==> src/rtl/ram_error_logger_pkg.sv <==
// Shared types and constants for the RAM error logger slice.
package ram_test_pkg;

    localparam int ADDR_W_DEFAULT = 10;

    localparam logic LANE_A = 1'b0;
    localparam logic LANE_B = 1'b1;

    // One logged failure: lane in the MSB, failing address below it.
    typedef struct packed {
        logic                      lane;
        logic [ADDR_W_DEFAULT-1:0] addr;
    } log_entry_t;

    typedef enum logic [1:0] {
        ARMED   = 2'd0,
        LOGGING = 2'd1,
        HALTED  = 2'd2
    } log_state_t;

endpackage

==> src/rtl/ram_error_logger_if.sv <==
// Error-strobe input lanes and show-ahead readout handshake of the logger.
interface ram_error_logger_if
    import ram_test_pkg::*;
#(
    parameter int ADDR_W = ram_test_pkg::ADDR_W_DEFAULT
) ();

    logic              err_valid_a;
    logic [ADDR_W-1:0] err_addr_a;
    logic              err_valid_b;
    logic [ADDR_W-1:0] err_addr_b;
    logic              out_valid;
    logic              out_ready;
    logic              out_lane;
    logic [ADDR_W-1:0] out_addr;

    // Test controller / host reader side.
    modport master (
        output err_valid_a, err_addr_a, err_valid_b, err_addr_b, out_ready,
        input  out_valid, out_lane, out_addr
    );

    // Logger side.
    modport slave (
        input  err_valid_a, err_addr_a, err_valid_b, err_addr_b, out_ready,
        output out_valid, out_lane, out_addr
    );

endinterface

==> src/rtl/ram_error_logger_fifo.sv <==
// error_log_fifo: dual-write (0/1/2 pushes per cycle), single show-ahead read.
// Pointers carry one extra wrap bit so occupancy is a plain subtraction.
module error_log_fifo #(
    parameter int W     = 11,
    parameter int DEPTH = 16,
    parameter int PW    = $clog2(DEPTH) + 1
) (
    input  logic          clk,
    input  logic          reset_n,
    input  logic          clear,
    input  logic [1:0]    push_cnt,
    input  logic [W-1:0]  push0,
    input  logic [W-1:0]  push1,
    input  logic          pop,
    output logic [W-1:0]  head,
    output logic          empty,
    output logic [PW-1:0] occupancy
);

    localparam int AW = PW - 1;

    logic [W-1:0]  mem_r [DEPTH];
    logic [PW-1:0] wr_ptr_r;
    logic [PW-1:0] rd_ptr_r;
    logic [PW-1:0] wr_ptr1_s;

    assign wr_ptr1_s = wr_ptr_r + PW'(1'b1);
    assign empty     = (wr_ptr_r == rd_ptr_r);
    assign occupancy = wr_ptr_r - rd_ptr_r;
    assign head      = mem_r[rd_ptr_r[AW-1:0]];

    // Storage and pointer update; second push lands one slot behind the first.
    always_ff @(posedge clk or negedge reset_n) begin
        if (!reset_n) begin
            wr_ptr_r <= {PW{1'b0}};
            rd_ptr_r <= {PW{1'b0}};
            for (int i = 0; i < DEPTH; i++) begin
                mem_r[i] <= {W{1'b0}};
            end
        end else if (clear) begin
            wr_ptr_r <= {PW{1'b0}};
            rd_ptr_r <= {PW{1'b0}};
        end else begin
            if (push_cnt != 2'd0) begin
                mem_r[wr_ptr_r[AW-1:0]] <= push0;
            end
            if (push_cnt == 2'd2) begin
                mem_r[wr_ptr1_s[AW-1:0]] <= push1;
            end
            wr_ptr_r <= wr_ptr_r + PW'(push_cnt);
            if (pop && !empty) begin
                rd_ptr_r <= rd_ptr_r + PW'(1'b1);
            end
        end
    end

endmodule

==> src/rtl/ram_error_logger.sv <==
// ram_error_logger: counts RAM test failures, latches the first one and queues
// all of them for a host reader. Optional: RAM_ERR_DEDUP_EN suppresses repeated
// {lane,addr} entries per lane (still counted as failures, never as drops).
module ram_error_logger
    import ram_test_pkg::*;
#(
    parameter int ADDR_W = ram_test_pkg::ADDR_W_DEFAULT,
    parameter int DEPTH  = 16,
    parameter int CNT_W  = 16
) (
    input  logic                  clk,
    input  logic                  reset_n,
    input  logic                  clear,
    ram_error_logger_if.slave     bus,
    output logic [CNT_W-1:0]      fail_count,
    output logic [CNT_W-1:0]      drop_count,
    output logic                  first_valid,
    output logic                  first_lane,
    output logic [ADDR_W-1:0]     first_addr
);

    localparam int PW = $clog2(DEPTH) + 1;

    function automatic logic [CNT_W-1:0] sat_add(input logic [CNT_W-1:0] c,
                                                 input logic [1:0] inc);
        logic [CNT_W:0] sum;
        sum = {1'b0, c} + (CNT_W + 1)'(inc);
        return sum[CNT_W] ? {CNT_W{1'b1}} : sum[CNT_W-1:0];
    endfunction

    log_state_t       state_r;
    logic [PW-1:0]    occupancy_s;
    logic [PW-1:0]    free_s;
    logic             empty_s;
    logic [ADDR_W:0]  head_s;
    logic             hit_a_s;
    logic             hit_b_s;
    logic             live_a_s;
    logic             live_b_s;
    logic [1:0]       push_cnt_s;
    logic [ADDR_W:0]  push0_s;
    logic [ADDR_W:0]  push1_s;
    logic [1:0]       drop_inc_s;
    logic [1:0]       fail_inc_s;

    assign free_s     = PW'(DEPTH) - occupancy_s;
    assign fail_inc_s = {1'b0, bus.err_valid_a} + {1'b0, bus.err_valid_b};

`ifdef RAM_ERR_DEDUP_EN
    logic              last_a_valid_r;
    logic [ADDR_W-1:0] last_a_addr_r;
    logic              last_b_valid_r;
    logic [ADDR_W-1:0] last_b_addr_r;
    logic              wr_a_s;
    logic              wr_b_s;

    assign hit_a_s = bus.err_valid_a && last_a_valid_r && (last_a_addr_r == bus.err_addr_a);
    assign hit_b_s = bus.err_valid_b && last_b_valid_r && (last_b_addr_r == bus.err_addr_b);
    assign wr_a_s  = live_a_s && (state_r != HALTED) && (free_s >= PW'(2'd1));
    assign wr_b_s  = live_b_s && (state_r != HALTED) &&
                     (live_a_s ? (free_s >= PW'(2'd2)) : (free_s >= PW'(2'd1)));

    // Remember the last address actually written per lane.
    always_ff @(posedge clk or negedge reset_n) begin
        if (!reset_n) begin
            last_a_valid_r <= 1'b0;
            last_a_addr_r  <= {ADDR_W{1'b0}};
            last_b_valid_r <= 1'b0;
            last_b_addr_r  <= {ADDR_W{1'b0}};
        end else if (clear) begin
            last_a_valid_r <= 1'b0;
            last_a_addr_r  <= {ADDR_W{1'b0}};
            last_b_valid_r <= 1'b0;
            last_b_addr_r  <= {ADDR_W{1'b0}};
        end else begin
            if (wr_a_s) begin
                last_a_valid_r <= 1'b1;
                last_a_addr_r  <= bus.err_addr_a;
            end
            if (wr_b_s) begin
                last_b_valid_r <= 1'b1;
                last_b_addr_r  <= bus.err_addr_b;
            end
        end
    end
`else
    assign hit_a_s = 1'b0;
    assign hit_b_s = 1'b0;
`endif

    assign live_a_s = bus.err_valid_a && !hit_a_s;
    assign live_b_s = bus.err_valid_b && !hit_b_s;

    // Decide pushes and drops from free space at the start of the cycle (pops not credited).
    always_comb begin
        push_cnt_s = 2'd0;
        push0_s    = {(ADDR_W + 1){1'b0}};
        push1_s    = {(ADDR_W + 1){1'b0}};
        drop_inc_s = 2'd0;
        if (state_r == HALTED) begin
            drop_inc_s = {1'b0, live_a_s} + {1'b0, live_b_s};
        end else if (live_a_s && live_b_s) begin
            if (free_s >= PW'(2'd2)) begin
                push_cnt_s = 2'd2;
                push0_s    = {LANE_A, bus.err_addr_a};
                push1_s    = {LANE_B, bus.err_addr_b};
            end else if (free_s == PW'(2'd1)) begin
                push_cnt_s = 2'd1;
                push0_s    = {LANE_A, bus.err_addr_a};
                drop_inc_s = 2'd1;
            end else begin
                drop_inc_s = 2'd2;
            end
        end else if (live_a_s || live_b_s) begin
            if (free_s >= PW'(2'd1)) begin
                push_cnt_s = 2'd1;
                push0_s    = live_a_s ? {LANE_A, bus.err_addr_a} : {LANE_B, bus.err_addr_b};
            end else begin
                drop_inc_s = 2'd1;
            end
        end else begin
            push_cnt_s = 2'd0;
        end
    end

    // State, saturating counters and first-failure latch.
    always_ff @(posedge clk or negedge reset_n) begin
        if (!reset_n) begin
            state_r     <= ARMED;
            fail_count  <= {CNT_W{1'b0}};
            drop_count  <= {CNT_W{1'b0}};
            first_valid <= 1'b0;
            first_lane  <= 1'b0;
            first_addr  <= {ADDR_W{1'b0}};
        end else if (clear) begin
            state_r     <= ARMED;
            fail_count  <= {CNT_W{1'b0}};
            drop_count  <= {CNT_W{1'b0}};
            first_valid <= 1'b0;
            first_lane  <= 1'b0;
            first_addr  <= {ADDR_W{1'b0}};
        end else begin
            fail_count <= sat_add(fail_count, fail_inc_s);
            drop_count <= sat_add(drop_count, drop_inc_s);
            case (state_r)
                ARMED: begin
                    if (bus.err_valid_a || bus.err_valid_b) begin
                        first_valid <= 1'b1;
                        first_lane  <= bus.err_valid_a ? LANE_A : LANE_B;
                        first_addr  <= bus.err_valid_a ? bus.err_addr_a : bus.err_addr_b;
                        state_r     <= (drop_inc_s != 2'd0) ? HALTED : LOGGING;
                    end
                end
                LOGGING: begin
                    if (drop_inc_s != 2'd0) begin
                        state_r <= HALTED;
                    end
                end
                HALTED: begin
                    state_r <= HALTED;
                end
                default: begin
                    state_r <= ARMED;
                end
            endcase
        end
    end

    error_log_fifo #(
        .W     (ADDR_W + 1),
        .DEPTH (DEPTH),
        .PW    (PW)
    ) u_fifo (
        .clk       (clk),
        .reset_n   (reset_n),
        .clear     (clear),
        .push_cnt  (push_cnt_s),
        .push0     (push0_s),
        .push1     (push1_s),
        .pop       (bus.out_valid && bus.out_ready),
        .head      (head_s),
        .empty     (empty_s),
        .occupancy (occupancy_s)
    );

    assign bus.out_valid = !empty_s;
    assign bus.out_lane  = head_s[ADDR_W];
    assign bus.out_addr  = head_s[ADDR_W-1:0];

endmodule
==> src/flat_wrapper.sv <==
// flat-port wrapper written by rule: the top's interface ports become plain ports
module ram_error_logger_flat import ram_test_pkg::*;
#(
    parameter int ADDR_W = ram_test_pkg::ADDR_W_DEFAULT,
    parameter int DEPTH  = 16,
    parameter int CNT_W  = 16
)
  (clk, reset_n, clear, fail_count, drop_count, first_valid, first_lane, first_addr, bus_err_valid_a, bus_err_addr_a, bus_err_valid_b, bus_err_addr_b, bus_out_ready, bus_out_valid, bus_out_lane, bus_out_addr);
  ram_error_logger_if #(.ADDR_W(ADDR_W)) bus_i ();
  input  logic clk;
  input  logic reset_n;
  input  logic clear;
  output logic [CNT_W-1:0] fail_count;
  output logic [CNT_W-1:0] drop_count;
  output logic first_valid;
  output logic first_lane;
  output logic [ADDR_W-1:0] first_addr;
  input wire logic [$bits(bus_i.err_valid_a)-1:0] bus_err_valid_a;
  input wire logic [$bits(bus_i.err_addr_a)-1:0] bus_err_addr_a;
  input wire logic [$bits(bus_i.err_valid_b)-1:0] bus_err_valid_b;
  input wire logic [$bits(bus_i.err_addr_b)-1:0] bus_err_addr_b;
  input wire logic [$bits(bus_i.out_ready)-1:0] bus_out_ready;
  output wire logic [$bits(bus_i.out_valid)-1:0] bus_out_valid;
  output wire logic [$bits(bus_i.out_lane)-1:0] bus_out_lane;
  output wire logic [$bits(bus_i.out_addr)-1:0] bus_out_addr;
  assign bus_i.err_valid_a = bus_err_valid_a;
  assign bus_i.err_addr_a = bus_err_addr_a;
  assign bus_i.err_valid_b = bus_err_valid_b;
  assign bus_i.err_addr_b = bus_err_addr_b;
  assign bus_i.out_ready = bus_out_ready;
  assign bus_out_valid = bus_i.out_valid;
  assign bus_out_lane = bus_i.out_lane;
  assign bus_out_addr = bus_i.out_addr;
  ram_error_logger #(.ADDR_W(ADDR_W), .DEPTH(DEPTH), .CNT_W(CNT_W)) u_core (.clk(clk), .reset_n(reset_n), .clear(clear), .bus(bus_i), .fail_count(fail_count), .drop_count(drop_count), .first_valid(first_valid), .first_lane(first_lane), .first_addr(first_addr));
endmodule
==> config.mk <==
export PLATFORM = sky130hd
export DESIGN_NAME = ram_error_logger_flat
export DESIGN_NICKNAME = d
export VERILOG_FILES = /design/src/rtl/ram_error_logger_pkg.sv /design/src/rtl/ram_error_logger_if.sv /design/src/rtl/ram_error_logger_fifo.sv /design/src/rtl/ram_error_logger.sv /design/src/flat_wrapper.sv
export SDC_FILE = /design/constraint.sdc
export NUM_CORES = 1
export LEC_CHECK = 0
export BUFFER_PORTS_ARGS = -buffer_cell sky130_fd_sc_hd__buf_2
export CORE_AREA = 3 3 149 151
export DETAILED_ROUTE_END_ITERATION = 12
export DIE_AREA = 0 0 152 154
export GPL_TIMING_DRIVEN = 0
export HOLD_SLACK_MARGIN = 0.12
export PLACE_DENSITY = 0.8
export SLEW_MARGIN = 20
export SYNTH_ARGS = -nofsm -noshare
export SYNTH_HDL_FRONTEND = slang
export SYNTH_SLANG_ARGS = --single-unit
==> constraint.sdc <==
create_clock -name clk -period 5.36 [get_ports clk]
set_clock_uncertainty 0.2 [all_clocks]
set_input_delay 1.34 -clock clk [delete_from_list [all_inputs] [get_ports clk]]
set_output_delay 1.34 -clock clk [all_outputs]
set_load 0.005 [all_outputs]
**Word level (Yosys, flattened, before mapping)**

Index checks and enable logic that the tools add are counted.

- Reduce and logical (&&, ||, !) cells: 15
- Mux-type cells: 57
- $lt $le $gt $ge: 7
- Add/subtract/negate cells: 8
- Bitwise logic cells: 3
- Eq/ne operators: 7

Operators with widths:

| operator | number |
|---|---|
| $mux W176 | 3 |
| $bwmux W176 | 2 |
| $mux W11 | 13 |
| $demux W11 S4 | 2 |
| $mux W16 | 4 |
| $mux W10 | 5 |
| $bmux W11 S4 | 1 |
| $add A16 B2 Y17 | 2 |
| $mux W2 | 12 |
| $ge A5 B5 Y1 const B | 3 |
| $mux W5 | 3 |
| $not A4 Y5 | 3 |
| $mux W1 | 11 |
| $lt A5 B1 Y1 const B | 2 |
| $reduce_bool A2 Y1 | 5 |
| $ne A3 B2 Y1 const B | 2 |
| $pmux W2 S3 | 1 |
| $add A5 B1 Y5 const B | 1 |
| $add A5 B2 Y5 | 1 |
| $eq A5 B1 Y1 const B | 1 |
| $eq A5 B5 Y1 | 1 |
| $ge A5 B1 Y1 const B | 1 |
| $ge A5 B2 Y1 const B | 1 |
| $logic_and A1 B1 Y1 | 5 |
| other kinds (10) | 12 |

- Register bits: 232
- Input port bits: 26
- Logic and storage cells: 121

**Depth between registers and ports, before layout**

- Depth after elaboration: 12
- Gate-level depth with buffers: 20
- Mapped depth without buffers: 17

**Modules after synthesis**

Synthesis repeated with hierarchy kept, for this count alone.

- Cells, all modules: 1237
- Area, all modules: 13091.3 µm²

Modules (own cells, without submodules):

| module | times used | cells each | sequential area each (µm²) | area an instance (µm²) |
|---|---|---|---|---|
| error_log_fifo | 1 | 904 | 4654.5 | 10217.3 |
| ram_error_logger | 1 | 333 | 1151.1 | 2874.0 |

**Least setup slack after synthesis**

No wires, ideal clock.

- Path type: register to register
- Start: reg u_core.u_fifo.rd_ptr_r[0]
- End: reg u_core.drop_count[10]
- Path slack: 0.884 ns
- Clock period less this slack: 4.476 ns
- Buffers on the path: 4
- Stages on the path, launching flop included: 19
- Arrival: 4.198 ns
- Cell sequence: dfrtp_1 > buf_2 > buf_1 > inv_1 > ha_1 > inv_1 > ha_1 > fa_1 > nor3_1 > o21ai_2 > buf_2 > o31ai_1 > ha_1 > fa_1 > nand4_1 > nor3_1 > nand4_1 > clkbuf_1 > a21oi_1

- Longest elaborated chain between the ends: 10

Ends and longest elaborated chain:

| item | RTL line | source |
|---|---|---|
| start, declared | ram_error_logger_fifo.sv:24 | `logic [PW-1:0] rd_ptr_r;` |
| start signal, assigned | ram_error_logger_fifo.sv:36 | `rd_ptr_r <= {PW{1'b0}};` |
| start signal, assigned | ram_error_logger_fifo.sv:42 | `rd_ptr_r <= {PW{1'b0}};` |
| start signal, assigned | ram_error_logger_fifo.sv:52 | `rd_ptr_r <= rd_ptr_r + PW'(1'b1);` |
| $sub A5 B5 Y5 * | ram_error_logger_fifo.sv:29 | `assign occupancy = wr_ptr_r - rd_ptr_r;` |
| $sub A5 B5 Y5 * | ram_error_logger.sv:46 | `assign free_s = PW'(DEPTH) - occupancy_s;` |
| $ge A5 B1 Y1 / $eq A5 B1 Y1 (equally long branches) | ram_error_logger.sv:115, ram_error_logger.sv:107 |  |
| $mux W1 / $mux W2 (equally long branches) | ram_error_logger.sv:115, ram_error_logger.sv:107 |  |
| $mux W2 (on tied branches) | ram_error_logger.sv:114, ram_error_logger.sv:103 |  |
| $mux W2 * | ram_error_logger.sv:102 | `end else if (live_a_s && live_b_s) begin` |
| $mux W2 * | ram_error_logger.sv:100 | `if (state_r == HALTED) begin` |
| $add A16 B2 Y17 * | ram_error_logger.sv:27 | `sum = {1'b0, c} + (CNT_W + 1)'(inc);` |
| $mux W16 * | ram_error_logger.sv:28 | `return sum[CNT_W] ? {CNT_W{1'b1}} : sum[CNT_W-1:0];` |
| $mux W16 * | ram_error_logger.sv:135 | `end else if (clear) begin` |
| end signal, assigned | ram_error_logger.sv:131 | `drop_count <= {CNT_W{1'b0}};` |
| end signal, assigned | ram_error_logger.sv:138 | `drop_count <= {CNT_W{1'b0}};` |
| end signal, assigned | ram_error_logger.sv:144 | `drop_count <= sat_add(drop_count, drop_inc_s);` |
| end, declared | ram_error_logger.sv:16 | `output logic [CNT_W-1:0] drop_count,` |

Every way passes the cells marked *; elsewhere a longest branch is shown, timed or not.
A chain may end at the register's enable or synchronous reset.

**Worst setup path after layout**

- Start: reg u_core.u_fifo.rd_ptr_r[0]
- End: reg u_core.drop_count[13]

Same word-level chain as after synthesis.

==> flow_summary.ini <==
[timing]
max_clock_freq_mhz = 201
worst-slew-pin-transition_ps = 1310
remaining_max_slew_budget_at_the_tightest_pin = 0.119
setup_repair_after_global_routing_missed_its_margin = no
hold_violations = 0
period_minus_slack_ps = 4970
period_share = 0.927
timing_max_transition_violations_final = 0
setup_viol_count_final = 0

[synth]
ys_async_sr_fraction = 1.00
synth_top_flop_cell = dfrtp_1
synth_fp_nets = 1379
edff_count_synth = 0
synth_seq_area_share = 0.448
postSynthRegisterBits = 232
ys_types = 62
ys.warnings.count = 0
synth.cell_area_um2 = 13000
syn_inst = 1329
avgSynthCellArea_um2 = 9.76

[final_layout]
area.growth.synth_to_final_pct = 12.9
most_frequent_cells_in_the_layout = dfrtp_1, inv_1, a21oi_1
layout_commonest_cell = dfrtp_1
layout.area.seq_um2 = 5810
multi_input_comb_area_um2 = 6110
final_layout_net_count = 1487
final.fill_count = 1621
layout-drive-gt1-share = 0.162
finalInstanceArea_um2 = 14600

[placement]
numPortBuffers = 80
place.detailed.hpwl_mm = 31.1
routability_congestion_estimate = 1.03
placed_cell_area_um2 = 13800

[clock_network]
cts-root-buf = clkbuf_16
cts_repair_resized_insts = 0
cts_hold_buf = 0
cts_tree = yes
cts_num_sinks = 232
cts_inserted_buffers = 25
htreeDepth = 1
post_cts.repair.setup_buffers = 0
cts_buffer_depth = 3
clk_latency_ps = 540
clk_pin_slew_ps = 60

[global_routing]
all_layer_gr_usage = 0.376
grt_pass1_wl_mm = 68.6
routing_usage_on_met1 = 0.493
grt_pass1_vias = 11851
grt_overflow = 0
grt_start_max_net_pins = 94
groute.layer.met3.usage = 0.0923
antenna_violations_before_repair = 2
met2_usage = 0.578
grt-busiest-layer = met2

[floorplan]
die_w_um = 152
rows = 53
die-height_um = 154
io-pin-count = 82
design.die.area_um2 = 23400
start_util = 0.619
fp.coreArea_um2 = 21000

[worst_setup_path]
worst-r2r-setup-slack_ps = 390
timing_worst_setup_path_type = register to register
critical_path.endpoint_type = register
r2r_end = u_core.drop_count[13]
start_kind = register
worst_ep_required_time_ps = 5610
regToRegStartpoint = u_core.u_fifo.rd_ptr_r[0]
critical_path.max_fanout = 19
rr_worst_depth = 18
crit_path_dat_ps = 5220

[min_path]
hold_path.class = register to register
whs_endpoint = u_core.first_lane
hold_path.startpoint = u_core.first_lane
min_delay_path_depth = 2

[pwr]
total_leakage_power_nw = 6.82
power_density_nw_per_um2 = 471
totalPowerFinal_mw = 6.89
worst_ir_drop_vdd_uv = 245

[routing]
drc_errors = 0
num_vias = 11844
drt_iter0_drc = 1543
detail-route-antenna-nets = 0
number_of_optimization_iterations_in_the_first_detailed_route_pass = 8
post_drt_via_cell_ratio = 6.83
wl_per_cell_um = 25.5
post_route_wl_mm = 44.2

[run]
drv_cap = 0

[status]
outcome = complete, no violations
kinds of logic after synthesis:
| kind of cell | count (synthesis) | synth area share |
|---|---|---|
| xor gates and xnor gates | 31 | 0.0232 |
| AOI/OAI and AO/OA | 396 | 0.205 |
| buffers and inverters | 274 | 0.0825 |
| muxes | 72 | 0.109 |
| DFF | 232 | 0.448 |
| adders and majority gates | 24 | 0.0255 |
| and+or+nand+nor | 300 | 0.107 |
registers in the layout, summed over array words and instances, names as in the netlist:
register / flops
u_core.first_valid: 1
u_core.u_fifo.wr_ptr_r: 5
u_core.fail_count: 16
u_core.u_fifo.mem_r: 176
u_core.drop_count: 16
u_core.first_lane: 1
u_core.first_addr: 10
u_core.state_r: 2
u_core.u_fifo.rd_ptr_r: 5
worst max-delay path: stages, from the launching register on:
cell,delay [ps]
dfrtp_1,390
clkbuf_4,350
inv_1,120
ha_1,150
inv_1,40
ha_1,250
fa_1,450
xor2_1,180
nor4_1,280
o21ai_2,220
buf_2,250
nand2b_1,260
and2_1,260
fa_1,270
nand4_1,220
nor3_2,320
nand4_1,240
clkbuf_2,260
a21oi_1,160
synthesized netlist by cell type, drive strengths merged (3+ instances only):
cell type | n | share of area
xor2 | 15 | 0.010
nor3 | 23 | 0.0093
a22oi | 11 | 0.0064
o21a | 4 | 0.0023
a21o | 9 | 0.0052
o22ai | 73 | 0.035
inv | 184 | 0.053
mux4 | 55 | 0.095
clkbuf | 52 | 0.015
o22a | 4 | 0.0027
a222oi | 9 | 0.0069
and2 | 6 | 0.0029
nor2b | 8 | 0.0039
nor2 | 102 | 0.030
a31oi | 3 | 0.0014
nor4 | 5 | 0.0024
a21oi | 133 | 0.053
nand2 | 81 | 0.024
and3 | 14 | 0.0068
ha | 20 | 0.019
nand4 | 18 | 0.0087
xnor2 | 14 | 0.0095
buf | 37 | 0.014
nand3 | 26 | 0.010
dfrtp | 232 | 0.45
fa | 4 | 0.0062
nand2b | 4 | 0.0019
a21boi | 3 | 0.0023
o221a | 7 | 0.0061
a2bb2oi | 19 | 0.013
o21ai | 43 | 0.019
a221oi | 66 | 0.045
mux2i | 16 | 0.012
or3 | 5 | 0.0024
final cells by class:
| type | count | share of cell area |
|---|---|---|
| Antenna cell | 2 | 0.000342 |
| Buffer | 88 | 0.0257 |
| Clock buffer | 37 | 0.0492 |
| Clock inverter | 9 | 0.00846 |
| Inverter | 185 | 0.0474 |
| Multi-Input combinational cell | 823 | 0.417 |
| Sequential cell | 232 | 0.396 |
| Tap cell | 275 | 0.0235 |
| Timing Repair Buffer | 82 | 0.0318 |
stage by stage:
stage               hold WS (ps)  worst slack (ps)  TNS, ps  cells   util
detailed placement           269              -540    -6340   1686  0.658
floorplan                    259               884        0   1329      -
finish                       282               390        0   1733  0.699
global placement             258             -1370  -317760   1684  0.655
CTS                          283              32.6        0   1731  0.698
global route                 307              14.1        0   1731  0.699
power by group:
| group | switching [mW] | total [mW] | internal, mW |
|---|---|---|---|
| clock | 0.733 | 1.81 | 1.07 |
| sequential | 0.271 | 2.43 | 2.16 |
| combinational | 1.65 | 2.66 | 1.00 |
| total | 2.66 | 6.89 | 4.24 |
worst max path at each step:
stage | start | end | depth (start not counted)
floorplan | u_core.u_fifo.rd_ptr_r[0] | u_core.drop_count[10] | 18
global placement | reset_n | u_core.u_fifo.mem_r[112] | 1
detailed placement | u_core.u_fifo.rd_ptr_r[0] | u_core.drop_count[13] | 18
CTS | u_core.u_fifo.rd_ptr_r[0] | u_core.drop_count[13] | 17
global route | u_core.u_fifo.rd_ptr_r[0] | u_core.drop_count[5] | 18
finish | u_core.u_fifo.rd_ptr_r[0] | u_core.drop_count[13] | 18
routing by layer:
metal,wire [um],part of all wire
met5,0,0
met4,2990,0.068
met3,5080,0.12
met2,19900,0.45
met1,16200,0.37
Power figures use the tool's default switching activity.
